File: config.mk
export PLATFORM = sky130hd
export DESIGN_NAME = uart_rx_fifo
export DESIGN_NICKNAME = d
export VERILOG_FILES = /design/src/rtl/uart_rx_fifo.sv
export SDC_FILE = /design/constraint.sdc
export NUM_CORES = 1
export LEC_CHECK = 0
export CAP_MARGIN = 20
export CORE_MARGIN = 2
export CORE_UTILIZATION = 55
export DETAILED_ROUTE_END_ITERATION = 10
export PLACE_DENSITY = 0.8
export SYNTH_ARGS = -nofsm -noshare
export SYNTH_HDL_FRONTEND = slang
export SYNTH_SLANG_ARGS = --single-unit
File: constraint.sdc
create_clock -name clock_50_b7a -period 3.9 [get_ports clock_50_b7a]
set_input_delay 0.78 -clock clock_50_b7a [delete_from_list [all_inputs] [get_ports clock_50_b7a]]
set_output_delay 0.78 -clock clock_50_b7a [all_outputs]
set_load 0.005 [all_outputs]
File: src/rtl/uart_rx_fifo.sv
// ---------------------------------------------------------------------------
// uart_rx_fifo
//
// Purpose:
//   UART receive front end. The raw serial pin passes through a 2-flop
//   synchronizer. An 8N1 receiver samples each bit at its centre using a
//   fixed clocks-per-bit divider. Good bytes are written into a small FIFO
//   that the consumer drains through a valid/ready port.
//
// Parameters:
//   CLKS_PER_BIT  clocks per UART bit (even, >= 4)
//   DEPTH         FIFO entries (power of 2, >= 2)
//
// Ports:
//   clock_50_b7a  in   system clock, rising edge
//   reset         in   synchronous, active-high reset
//   uart_rx       in   asynchronous serial input, idles high
//   rx_data       out  FIFO head byte (8'h00 while empty)
//   rx_valid      out  FIFO not empty
//   rx_ready      in   consumer accepts the head byte when rx_valid is high
//   frame_err     out  one-cycle pulse: the stop bit was sampled low
//   overrun       out  one-cycle pulse: a good byte was dropped (FIFO full)
//
// All outputs come straight from flops.
// ---------------------------------------------------------------------------
module uart_rx_fifo #(
  parameter int CLKS_PER_BIT = 16,
  parameter int DEPTH        = 4
) (
  input  logic       clock_50_b7a,
  input  logic       reset,
  input  logic       uart_rx,
  output logic [7:0] rx_data,
  output logic       rx_valid,
  input  logic       rx_ready,
  output logic       frame_err,
  output logic       overrun
);

  localparam int CW = $clog2(CLKS_PER_BIT);
  localparam int AW = $clog2(DEPTH);
  localparam logic [CW-1:0] LP_HALF_M1 = CW'(CLKS_PER_BIT / 2 - 1);
  localparam logic [CW-1:0] LP_FULL_M1 = CW'(CLKS_PER_BIT - 1);
  localparam logic [AW:0]   LP_DEPTH   = (AW + 1)'(DEPTH);

  typedef enum logic [2:0] {
    S_WAIT_HIGH,
    S_IDLE,
    S_START,
    S_DATA,
    S_STOP
  } state_t;

  // Synchronizer flops; they reset high so that reset looks like an idle line.
  logic r_s1, r_s2;

  state_t        r_state, w_state_nxt;
  logic [CW-1:0] r_cnt,   w_cnt_nxt;
  logic [2:0]    r_idx,   w_idx_nxt;
  logic [7:0]    r_shift, w_shift_nxt;
  logic          w_stop_good, w_stop_bad;

  logic [7:0]    r_mem [DEPTH];
  logic [AW-1:0] r_rd, r_wr, w_rd_nxt, w_wr_nxt;
  logic [AW:0]   r_count, w_count_nxt;
  logic [7:0]    r_data, w_data_nxt;
  logic          r_valid, r_frame_err, r_overrun;
  logic          w_pop, w_push, w_full, w_drop;

  // ---- synchronizer --------------------------------------------------------
  always_ff @(posedge clock_50_b7a) begin
    if (reset) begin
      r_s1 <= 1'b1;
      r_s2 <= 1'b1;
    end else begin
      r_s1 <= uart_rx;
      r_s2 <= r_s1;
    end
  end

  // ---- receiver FSM --------------------------------------------------------
  always_ff @(posedge clock_50_b7a) begin
    if (reset) begin
      r_state <= S_WAIT_HIGH;
      r_cnt   <= '0;
      r_idx   <= '0;
      r_shift <= '0;
    end else begin
      r_state <= w_state_nxt;
      r_cnt   <= w_cnt_nxt;
      r_idx   <= w_idx_nxt;
      r_shift <= w_shift_nxt;
    end
  end

  always_comb begin
    w_state_nxt = r_state;
    w_cnt_nxt   = r_cnt;
    w_idx_nxt   = r_idx;
    w_shift_nxt = r_shift;
    w_stop_good = 1'b0;
    w_stop_bad  = 1'b0;
    case (r_state)
      // A line held low (break, or stuck through reset) must go high first.
      S_WAIT_HIGH: begin
        if (r_s2) w_state_nxt = S_IDLE;
      end
      S_IDLE: begin
        if (!r_s2) begin
          w_state_nxt = S_START;
          w_cnt_nxt   = '0;
        end
      end
      // Re-check at the start-bit centre; a high line here was only a glitch.
      S_START: begin
        if (r_cnt == LP_HALF_M1) begin
          w_cnt_nxt = '0;
          if (!r_s2) begin
            w_state_nxt = S_DATA;
            w_idx_nxt   = '0;
          end else begin
            w_state_nxt = S_IDLE;
          end
        end else begin
          w_cnt_nxt = r_cnt + 1'b1;
        end
      end
      S_DATA: begin
        if (r_cnt == LP_FULL_M1) begin
          w_cnt_nxt          = '0;
          w_shift_nxt[r_idx] = r_s2;
          if (r_idx == 3'd7) w_state_nxt = S_STOP;
          else               w_idx_nxt   = r_idx + 3'd1;
        end else begin
          w_cnt_nxt = r_cnt + 1'b1;
        end
      end
      // Leaving at the stop-bit centre lets a back-to-back start edge be seen.
      S_STOP: begin
        if (r_cnt == LP_FULL_M1) begin
          w_cnt_nxt = '0;
          if (r_s2) begin
            w_stop_good = 1'b1;
            w_state_nxt = S_IDLE;
          end else begin
            w_stop_bad  = 1'b1;
            w_state_nxt = S_WAIT_HIGH;
          end
        end else begin
          w_cnt_nxt = r_cnt + 1'b1;
        end
      end
      default: w_state_nxt = S_WAIT_HIGH;
    endcase
  end

  // ---- FIFO ----------------------------------------------------------------
  assign w_pop  = r_valid && rx_ready;
  assign w_full = (r_count == LP_DEPTH);
  // A pop in the same cycle frees a slot for the incoming byte.
  assign w_push = w_stop_good && (!w_full || w_pop);
  assign w_drop = w_stop_good && w_full && !w_pop;

  always_comb begin
    w_rd_nxt    = w_pop  ? r_rd + 1'b1 : r_rd;
    w_wr_nxt    = w_push ? r_wr + 1'b1 : r_wr;
    w_count_nxt = r_count;
    if (w_push && !w_pop)      w_count_nxt = r_count + 1'b1;
    else if (w_pop && !w_push) w_count_nxt = r_count - 1'b1;
    // Registered head: when the new head slot is the one being written this
    // cycle, its data comes from the shift register rather than the array.
    if (w_count_nxt == '0)                  w_data_nxt = 8'h00;
    else if (w_push && (w_rd_nxt == r_wr))  w_data_nxt = r_shift;
    else                                    w_data_nxt = r_mem[w_rd_nxt];
  end

  always_ff @(posedge clock_50_b7a) begin
    if (w_push) r_mem[r_wr] <= r_shift;
  end

  always_ff @(posedge clock_50_b7a) begin
    if (reset) begin
      r_rd        <= '0;
      r_wr        <= '0;
      r_count     <= '0;
      r_data      <= 8'h00;
      r_valid     <= 1'b0;
      r_frame_err <= 1'b0;
      r_overrun   <= 1'b0;
    end else begin
      r_rd        <= w_rd_nxt;
      r_wr        <= w_wr_nxt;
      r_count     <= w_count_nxt;
      r_data      <= w_data_nxt;
      r_valid     <= (w_count_nxt != '0);
      r_frame_err <= w_stop_bad;
      r_overrun   <= w_drop;
    end
  end

  assign rx_data   = r_data;
  assign rx_valid  = r_valid;
  assign frame_err = r_frame_err;
  assign overrun   = r_overrun;

endmodule

# Yosys cells after proc, flatten, opt, wreduce, memory -nomap -nowiden

Memories as Yosys holds them, arrays and structs flattened. A register that Yosys moved wholly into a read port is not among the register bits.
Cells that the tools add are included.

$lt $le $gt $ge: 2
Reductions and logical operators: 23
Eq/ne operators: 16
Add/subtract/negate cells: 6
Bitwise logic cells: 2
Muxes and demuxes: 30

Operators by type and width:

| kind                                                        | number |
|---|---|
| two-way mux 3 bit                                           | 12 |
| != test 2 bit (second input constant)                       | 8 |
| one-hot mux 3 bit (5 select lines)                          | 1 |
| two-way mux 4 bit                                           | 3 |
| one-hot mux 4 bit (3 select lines)                          | 1 |
| == test 3 bit (second input constant)                       | 3 |
| bitwise mux 8 bit                                           | 1 |
| two-way mux 1 bit                                           | 8 |
| logical AND 1 bit                                           | 7 |
| adder 3 x 1 -> 3 bit (second input constant)                | 2 |
| == test 3 x 2 -> 1 bit (second input constant)              | 2 |
| zero test 3 bit                                             | 2 |
| one-hot mux 3 bit (2 select lines)                          | 1 |
| AND reduction 6 bit                                         | 1 |
| nonzero test 3 bit                                          | 2 |
| AND reduction 5 bit                                         | 1 |
| adder 2 x 1 -> 2 bit (second input constant)                | 2 |
| adder 4 x 1 -> 4 bit (second input constant)                | 1 |
| == test 4 x 3 -> 1 bit (second input constant)              | 1 |
| == test 4 bit (second input constant)                       | 1 |
| less-than comparator 3 x 4 -> 1 bit (second input constant) | 1 |
| two-way mux 2 bit                                           | 2 |
| AND reduction 2 bit                                         | 2 |
| OR reduction 2 bit                                          | 2 |
| other kinds (9)                                             | 12 |

RAM bits: 32
Input bits: 4
Register bits: 30
Memories kept: 1

Memory list:

| name  | depth | bits a word | rd ports | clocked after Yosys merged registers in | wr ports | RTL line | source |
|---|---|---|---|---|---|---|---|
| r_mem | 4     | 8           | 1        | 1                                       | 1        | 63       | `logic [7:0] r_mem [DEPTH];` |

# Longest topological paths before layout

Depth in word-level cells: 10
Mapped depth: 8
Gate-level depth less buffers: 7

# Least setup slack after synthesis

OpenSTA, ideal clock, no wires.

Path type: in2reg
Start point: in rx_ready
End point: reg r_data[0], in the netlist rx_data[0] (read register of r_mem)
Buffers on the path: 0
Required time: 3.759 ns
Stages: 5
Setup slack: 1.791 ns
Data arrival time: 1.968 ns
Setup time: 0.141 ns
Cells stage by stage: a22oi_1 > nand4_4 > and4_4 > nor4_4 > a211oi_1

Longest elaborated chain between the ends: 9
Elaborated cells between the ends (all ways): 12
Those cells by class: 3 x mux; 9 x reduce/logical

Ends and longest elaborated chain:

| element                             | RTL line | source |
|---|---|---|
| from (decl)                         | 35       | `input logic rx_ready,` |
| logical AND 1 bit (*)               | 158      | `assign w_pop = r_valid && rx_ready;` |
| logical OR 1 bit                    | 161      | `assign w_push = w_stop_good && (!w_full \|\| w_pop);` |
| logical AND 1 bit                   | 161      |  |
| zero test 1 bit                     | 169      | `else if (w_pop && !w_push) w_count_nxt = r_count - 1'b1;` |
| logical AND 1 bit                   | 169      |  |
| two-way mux 3 bit                   | 169      |  |
| two-way mux 3 bit                   | 168      | `if (w_push && !w_pop) w_count_nxt = r_count + 1'b1;` |
| zero test 3 bit                     | 172      | `if (w_count_nxt == '0) w_data_nxt = 8'h00;` |
| OR reduction 2 bit (no source line) | --       |  |
| to (decl)                           | 66       | `logic [7:0] r_data, w_data_nxt;` |

Every way passes the cells marked *; elsewhere a longest branch is shown, timed or not.
A chain may end at the register's enable or synchronous reset.

# Worst setup path in the final report

Start point: in reset
End point: reg r_data[1], in the netlist rx_data[1] (read register of r_mem)

Longest elaborated chain between the ends: 1

Ends and longest elaborated chain:

| element                             | RTL line | source |
|---|---|---|
| from (decl)                         | 31       | `input logic reset,` |
| OR reduction 2 bit (no source line) | --       |  |

No other way between the ends.

==> results.sh <==
export IMPL_status="completed"
export IMPL_ant_nets=0
export IMPL_wirelength_um=6400
export IMPL_final_hold_viol_count=0
export IMPL_area_growth_pct=9.06
export IMPL_ys_types=53
export IMPL_wl_per_cell_um=16.4
export IMPL_timing_final_crit_period_ps=2630
export IMPL_finalSetupViolations=0
export IMPL_place_gp_congestion=0.811
export IMPL_cellPowerDensity_nw_per_um2=443
export IMPL_synth_edf_count=32
export IMPL_antenna_cells=0
export IMPL_start_util_pct=56.0
export IMPL_grt_pass1_vias=2199
export IMPL_drt_iter0_markers=137
export IMPL_cts_sinks=70
export IMPL_final_util_pct=61.1
export IMPL_synth_most_common_cell="mux2i_1"
export IMPL_cts_resized=0
export IMPL_crit_fanout=18
export IMPL_synth_seq_area_share_pct=49.3
export IMPL_fin_crit_sh_pct=67.3
export IMPL_dpl_cell_area_sq_um=3640
export IMPL_grtUsageTotal_pct=20.0
export IMPL_endpoint_kind="flop"
export IMPL_yosysTopAreaCell="edfxtp_1"
export IMPL_leakagePower_nw=1.35
export IMPL_grt_max_degree=37
export IMPL_multi_input_area_sq_um=1640
export IMPL_cap_violations=0
export IMPL_rsz0062_at_grt="false"
export IMPL_cts_tree="yes"
export IMPL_cts_buffer_depth=2
export IMPL_synth_seq_cells=70
export IMPL_io_pin_count=15
export IMPL_fin_nets=322
export IMPL_top_usage_layer="met2"
export IMPL_synthTopCellsByCount="mux2i_1, dfxtp_1, edfxtp_1, nor2_1, a21oi_1"
export IMPL_drv_slew=0
export IMPL_vias=2322
export IMPL_die_height_um=83.7
export IMPL_finalSetupTns_ps=0
export IMPL_crit_required_ps=4100
export IMPL_worstSetupPathType="in -> reg"
export IMPL_crit_path_start_kind="input port"
export IMPL_port_buffers=14
export IMPL_cts_max_level=3
export IMPL_grtUsageMet1_pct=27.9
export IMPL_synth_async_reset_ratio_pct=0
export IMPL_antenna_found_initial=0
export IMPL_yosysTopAreaCellShare_pct=27.5
export IMPL_grt_util_met2_pct=31.1
export IMPL_grt_pass1_wl_um=11000
export IMPL_vias_per_cell=5.95
export IMPL_cp_data_arrival_time_ps=2830
export IMPL_post_cts_repair_setup_buffers=0
export IMPL_skew_ps=6.74
export IMPL_synth_area_leaders="edfxtp_1, dfxtp_1, mux2i_1"
export IMPL_drive_above_1_share_pct=11.5
export IMPL_worst_slew_pin_slew_ps=1000
export IMPL_fmax_mhz=381
export IMPL_synthCells=300
export IMPL_hold_path_class="reg -> reg"
export IMPL_use_met3_pct=3.46
export IMPL_die_area_sq_um=7010
export IMPL_core_area_sq_um=6240
export IMPL_firstDrtPassIters=5
export IMPL_fin_area_sq_um=3810
export IMPL_root_buffer="clkbuf_8"
export IMPL_die_w_um=83.7
export IMPL_irDropWorstVdd_mv=0.242
export IMPL_regArea_sq_um=1720
export IMPL_drcViolationCount=0
export IMPL_clkLatencyLatePin_ps=340
export IMPL_dp_hpwl_um=4390
export IMPL_syn_area_per_cell_sq_um=11.6
export IMPL_globalRouteOverflowTotal=0
export IMPL_whs_ps=411
export IMPL_cts_buffers=9
export IMPL_fillers=497
export IMPL_synthesis_nets=314
export IMPL_mappedNetlistArea_sq_um=3490
export IMPL_core_rowCount=29
export IMPL_ys_flop_type="dfxtp_1"
export IMPL_clk_pin_slew_ps=70
export IMPL_hold_buffers=0
export IMPL_yosysWarnings=0
export IMPL_relSlewSlack_pct=33.2
[stage by stage]
stage / power, W / setup slack [ps] / std cells
final: 0.00169 / 1270 / 390
after CTS: 0.00170 / 1200 / 390
after floorplan: 0.00109 / 1790 / 300
after global routing: 0.00176 / 1060 / 390
after detailed placement: 0.00121 / 845 / 374
after global placement: 0.00120 / 1020 / 374
[cells in the final DEF (no fill, tap or decap), types with 3 or more instances in the layout]
cell,n
a211oi_1,10
a21oi_1,11
a31oi_1,3
and2_1,5
and3_1,3
clkbuf_8,10
clkdlybuf4s50_1,14
dfxtp_1,37
edfxtp_1,32
ha_1,10
inv_1,8
mux2i_1,43
mux4_2,8
nand2_1,8
nand2b_1,3
nand3_1,9
nand3b_1,4
nand4_1,3
nor2_1,30
nor2b_1,5
nor3b_1,3
o211ai_1,3
o21ai_0,5
or2_2,3
[final timing paths]
path	endpoint	slack, ps	start	cells past startpoint
hold / removal	r_s2	410	r_s1	1
hold reg to reg	r_s2	410	r_s1	1
setup reg to reg	r_mem[0][5]	1560	r_cnt[1]	5
setup / recovery	rx_data[1]	1270	reset	6
[sequential cells by signal, indices dropped and copies added (netlist names), 2 cells and up]
signal,flops
r_idx,3
r_count,3
r_mem,32
r_shift,8
r_rd,2
rx_data,8
r_wr,2
r_state,3
r_cnt,4
[cell families (layout without fill, tap and decap cells)]
logic type	after synthesis	after routing	share of synthesized area, %
buffers and inverters	27	40	3.80
adders and majority gates	10	10	3.58
AOI/OAI and AO/OA	48	48	9.92
xor gates and xnor gates	3	3	0.752
muxes	51	51	17.5
DFF	70	70	49.3
and+or+nand+nor	91	91	15.2
[where the power goes]
part / switching (W) / internal, W
combinational: 0.000127 / 0.000185
clock: 0.000260 / 0.000242
sequential: 0.0000668 / 0.000807
[critical path, stage by stage]
cell and delay [ps]:
clkdlybuf4s50_1 920, nor2b_1 160, o211ai_1 130, nand4_1 180, nor4_4 550, a211oi_1 90
[layout make-up]
| type | instances | share of cell area, % |
|---|---|---|
| clock buffers | 11 | 3.71 |
| clock inverters | 5 | 0.657 |
| inverters | 8 | 0.788 |
| multi-input cells | 203 | 43.0 |
| flip-flops and latches | 70 | 45.2 |
| well taps | 77 | 2.53 |
| repair buffers | 16 | 4.07 |
[routing by layer]
layer,vias to the layer above,share of wire (%)
met3,9,4.6
met1,1124,47
met4,0,1.8
met2,52,47
li1,1137,-
met5,-,0
No activity file was read; power rests on OpenSTA's default activity.
==> RTL change 1, RTL diff (same settings) <==
Take the reset off `r_data` and load it in a clocked block of its own.
--- a/src/rtl/uart_rx_fifo.sv
+++ b/src/rtl/uart_rx_fifo.sv
@@ -185,3 +185,2 @@
       r_count     <= '0;
-      r_data      <= 8'h00;
       r_valid     <= 1'b0;
@@ -193,3 +192,2 @@
       r_count     <= w_count_nxt;
-      r_data      <= w_data_nxt;
       r_valid     <= (w_count_nxt != '0);
@@ -200,2 +198,6 @@
 
+  always_ff @(posedge clock_50_b7a) begin
+    r_data <= w_data_nxt;
+  end
+
   assign rx_data   = r_data;
Function: same outputs for any inputs over 10 cycles, from zero or initial values and one cycle with reset high; that may be too few to reach the edited logic, so the function may still have changed.
==> RTL change 1 against the original RTL <==
Sequential power decreased by 3.5%. Largest power group unchanged. Worst setup slack got worse by 0.059 ns. Global-route usage up 0.30 points. Synthesized area decreased by 10%. Final area decreased by 5.3%. Largest cell class unchanged. Sequential cell count unchanged. Non-clock buffer count shrank 1. Routed wire length shrank 10%. Highest routed layer unchanged. Power grew 16%. Synthesized cell count shrank 14%.
==> RTL change 1: results (changes against the original RTL) <==
| Metric | Value |
|---|---|
| Outcome | `finished, final reports clean (unchanged)` |
| Largest net degree at the start of global routing | `31 (was 37)` |
| First-pass GRT wire length | `9549 um (was 10990 um)` |
| Area after DPL | `0.003313 mm2 (was 0.003645 mm2)` |
| Worst R2R Setup Slack | `1.45 ns (was 1.56 ns)` |
| Leak | `0.001316 uW (was 0.001348 uW)` |
| Warnings from Yosys | `0 (unchanged)` |
| DR WL/cell | `16.52 um (was 16.42 um)` |
| Placer congestion estimate | `0.8098 (was 0.8111)` |
| Slowest-stage cell, CP | `mux4_1 (was clkdlybuf4s50_1)` |
| Largest cells by area after synthesis | `edfxtp_1 31%, dfxtp_1 24%, mux2i_1 5.1%, ha_1 4.0%, mux4_2 3.6% (was edfxtp_1 27%, dfxtp_1 22%, mux2i_1 12%, mux4_2 5.2%, ha_1 3.6%)` |
| EDFF count, synth | `32 (unchanged)` |
| Cell family with most CP delay | `multiplexers (was buffers and inverters)` |
| GRT Resource Usage Total | `20.28% (was 19.98%)` |
| Detailed Routing Iterations Pass 1 | `4 (was 5)` |
| CTS Hold Bufs | `0 (unchanged)` |
| Worst skew pair latency | `0.34 ns (about the same)` |
| P_sw | `476.9 uW (was 453.4 uW)` |
| Placement Setup Slack | `0.8081 ns (was 0.8450 ns)` |
| Dpl cells | `332 (was 374)` |
| Worst Clk Skew | `0.01277 ns (was 0.006739 ns)` |
| CP max FO | `9 (was 18)` |
| Final #Nets | `286 (was 322)` |
| Root Driver | `clkbuf_8 (unchanged)` |
| Initial antenna violation count | `0 (unchanged)` |
| Finished Cell Area | `0.003610 mm2 (was 0.003811 mm2)` |
| Syn Inst Count | `258 (was 300)` |
| Via Count | `2021 (was 2322)` |
| Share of layout cells above drive strength 1 | `12.27% (was 11.50%)` |
| Post-Syn Nets | `272 (was 314)` |
| Vias in the first global route | `1885 (was 2199)` |
| Worst hold slack | `0.4293 ns (was 0.4111 ns)` |
| Synth unique cells | `49 (was 53)` |
| Worst EP arrival | `2.91 ns (was 2.83 ns)` |
| Crit path largest cell delay | `0.64 ns (was 0.92 ns)` |
| Max frequency | `372.4 MHz (was 380.7 MHz)` |
| Placed wire-length estimate | `3811 um (was 4393 um)` |
| VDD IR-drop max | `256.1 uV (was 241.5 uV)` |
| Starting DRT DRC Count | `174 (was 137)` |
| Top post-synthesis cells by count | `38 x dfxtp_1, 32 x edfxtp_1, 22 x a21oi_1, 21 x nor2_1, 16 x mux2i_1 (was 43 x mux2i_1, 38 x dfxtp_1, 32 x edfxtp_1, 30 x nor2_1, 11 x a21oi_1)` |
| Total Wirelength | `5765 um (was 6404 um)` |
| Seq/Total Area, Yosys | `54.95% (was 49.27%)` |
[RTL change 1: changes by cell type in the layout (fill, tap and decap cells not counted), moves of 4 or more]
cell / change
nor2_1: -9
bufinv_16: +4
nor2b_1: -4
a21oi_1: +11
or3_1: +5
a211oi_1: -6
mux2i_1: -27
[RTL change 1: cells by family (layout without fill, tap and decap cells)]
group	count (synthesis)	in the layout	share of synthesized area (%)
buffers and inverters	24	43	3.035
and+or+nand+nor	82	82	15.06
muxes	24	24	11.22
DFF	70	70	54.95
adders and majority gates	10	10	3.994
AOI/OAI and AO/OA	42	42	8.946
xor gates and xnor gates	6	6	2.796
[RTL change 1: power groups by stage]
stage	registers, uW	logic, uW	clock network, uW
6_report	843	342	779
5_1_grt	850	371	814
4_1_cts	844	342	784
3_5_place_dp	860	339	0
3_3_place_gp	859	327	0
2_1_floorplan	857	228	0
[RTL change 1: final timing paths]
check | from | to | depth (start not counted)
setup reg to reg | r_s2 | r_mem[3][7] | 3
hold reg to reg | r_s1 | r_s2 | 1
setup / recovery | rx_ready | rx_data[7] | 6
hold / removal | r_s1 | r_s2 | 1
[RTL change 1: cell type report]
type | instances | area (um2)
clock buffer | 9 | 123.9
timing repair buffer | 15 | 167.7
tap | 72 | 90.09
inverter | 12 | 45.04
fill | 383 | 1897
clock inverter | 7 | 145.1
multi-input combinational | 164 | 1316
sequential | 70 | 1722
[RTL change 1: metal layers]
metal / GRT usage (%) / share of wire [%]
met5: 0 / 0
met1: 26.76 / 47
met4: 10.34 / 2.4
met3: 4.072 / 2.6
met2: 31.85 / 49
==> RTL change 2, RTL diff (config.mk and constraints unchanged) <==
Without the edit above. Set the parameter `CLKS_PER_BIT` to 8 (it was 16).
--- a/src/rtl/uart_rx_fifo.sv
+++ b/src/rtl/uart_rx_fifo.sv
@@ -26,3 +26,3 @@
 module uart_rx_fifo #(
-  parameter int CLKS_PER_BIT = 16,
+  parameter int CLKS_PER_BIT = 8,
   parameter int DEPTH        = 4
Formal check against the unedited RTL: same outputs for any inputs over 10 cycles, from zero or initial values and one cycle with reset high; that may be too few to reach the edited logic, so the function may still have changed.
==> RTL change 2 against the original RTL <==
Clock skew rose by 0.0044 ns. Maximum frequency is 1.8% higher. Routed wire length down 15%. Worst hold slack better by 0.0072 ns. Via count is 15% lower. Global-route usage decreased by 0.22 points. Worst setup slack better by 0.045 ns. Clock power rose by 3%. Sequential cell count shrank 1. Register-to-register slack worse by 0.24 ns. Synthesized area fell by 11%. Final area is 8.4% lower. Power grew 12%. Critical path type is now reg2reg. Critical endpoint is now r_mem[3][4]. Highest routed layer unchanged.
==> RTL change 2: results (changes against the original RTL) <==
| Metric | Value |
|---|---|
| Largest cells by area after synthesis | `edfxtp_1 31%, dfxtp_1 24%, mux4_2 5.8%, mux2i_1 5.5%, ha_1 5.2% (was edfxtp_1 27%, dfxtp_1 22%, mux2i_1 12%, mux4_2 5.2%, ha_1 3.6%)` |
| Synth Area in XOR/XNOR | `2.890% (was 0.7519%)` |
| CP endpoint | `r_mem[3][4] (was rx_data[1])` |
| Post-Syn Nets | `273 (was 314)` |
| Drt via density | `5.669 (was 5.954)` |
| Worst Clk Skew | `0.01113 ns (was 0.006739 ns)` |
| CP max FO | `10 (was 18)` |
| Leak | `0.001283 uW (was 0.001348 uW)` |
| Placed wire-length estimate | `3730 um (was 4393 um)` |
| Fillcell total | `409 (was 497)` |
| First-pass GRT wire length | `9259 um (was 10990 um)` |
| Wire length on met1 | `2531 um (was 2984 um)` |
| GRT Resource Usage Total | `19.76% (was 19.98%)` |
| Adder-cell area share of the yosys netlist | `5.219% (was 3.580%)` |
| Root Driver | `clkbuf_8 (unchanged)` |
| Top post-synthesis cells by count | `37 x dfxtp_1, 32 x edfxtp_1, 25 x nor2_1, 23 x a21oi_1, 17 x mux2i_1 (was 43 x mux2i_1, 38 x dfxtp_1, 32 x edfxtp_1, 30 x nor2_1, 11 x a21oi_1)` |
| VDD IR-drop max | `296.9 uV (was 241.5 uV)` |
| Outcome | `finished, final reports clean (unchanged)` |
| Critical path class | `reg2reg (was in2reg)` |
| TritonCTS buffer count | `9 (unchanged)` |
| Area after DPL | `0.003314 mm2 (was 0.003645 mm2)` |
| Post-synth ARST share | `0% (unchanged)` |
| Mux contribution to synthesized area | `11.24% (was 17.47%)` |
| Vias in the first global route | `1917 (was 2199)` |
| Worst R2R Setup Slack | `1.32 ns (was 1.56 ns)` |
| Biggest register | `r_mem (unchanged)` |
| Routed wl met2 | `2553 um (was 3009 um)` |
| Final #Nets | `290 (was 322)` |
| Share of layout cells above drive strength 1 | `12.23% (was 11.50%)` |
| Synth Area in Compound Gates | `9.715% (was 9.918%)` |
| Hold Path Class | `reg2reg (unchanged)` |
| Synth unique cells | `47 (was 53)` |
| DR WL/cell | `15.59 um (was 16.42 um)` |
| Seq/Total Area, Yosys | `54.60% (was 49.27%)` |
| Placer congestion estimate | `0.8077 (was 0.8111)` |
| Worst EP arrival | `2.58 ns (was 2.83 ns)` |
| DR WL met3 | `257 um (was 292 um)` |
| Worst skew pair latency | `0.35 ns` |
| Critical R2R Launch | `r_cnt[1] (unchanged)` |
| Largest net degree at the start of global routing | `31 (was 37)` |
| Slew of the pin with the lowest slew margin | `0.8183 ns (was 1.002 ns)` |
RTL change 2: area by class of cell:
class | count | area, um2 | share of cell area (%)
flip-flops and latches | 69 | 1702 | 48.75
multi-input cells | 169 | 1341 | 38.42
repair buffers | 15 | 147.6 | 4.229
clock buffers | 10 | 137.6 | 3.943
well taps | 72 | 90.09 | 2.581
clock inverters | 6 | 38.79 | 1.111
inverters | 9 | 33.78 | 0.9677
RTL change 2: worst min path at each step:
| stage | to | slack, ns | depth (start not counted) |
|---|---|---|---|
| floorplan | r_s2 | 0.39 | 1 |
| global placement | r_s2 | 0.40 | 1 |
| detailed placement | r_s2 | 0.40 | 1 |
| CTS | r_s2 | 0.42 | 1 |
| global route | r_s2 | 0.44 | 1 |
| finish | r_s2 | 0.42 | 1 |
RTL change 2: worst max-delay path: stages (launching register included):
cell	delay [ns]
dfxtp_1	0.38
ha_1	0.22
ha_1	0.38
nand2_1	0.24
a311oi_4	0.56
and2_1	0.46
RTL change 2: power breakdown:
| part | switching, uW | leakage [uW] | internal, uW |
|---|---|---|---|
| combinational | 223 | 0.000607 | 261 |
| sequential | 74.7 | 0.000598 | 817 |
| clock | 274 | 0.0000780 | 244 |
| total | 571 | 0.00128 | 1320 |
RTL change 2: cells by family after synthesis:
group           after synthesis
compound gates               47
xor+xnor                      5
fa+ha+maj                    13
buf+inv                      18
flops                        69
mux                          25
simple gates                 79
RTL change 2: per-stage QoR:
stage,total power (uW),cells,worst slack (ns),util [%]
finish,1895,350,1.319,63.39
global route,2004,350,1.142,63.39
CTS,1906,350,1.324,63.39
detailed placement,1392,334,1.016,60.19
global placement,1377,334,1.077,60.19
floorplan,1259,256,1.647,-
RTL change 2: metal layers:
layer | vias to the layer above | global-route usage (%)
met2 | 52 | 29.83
met3 | 14 | 6.364
met1 | 933 | 26.23
met5 | - | 0
met4 | 0 | 8.621
li1 | 985 | -
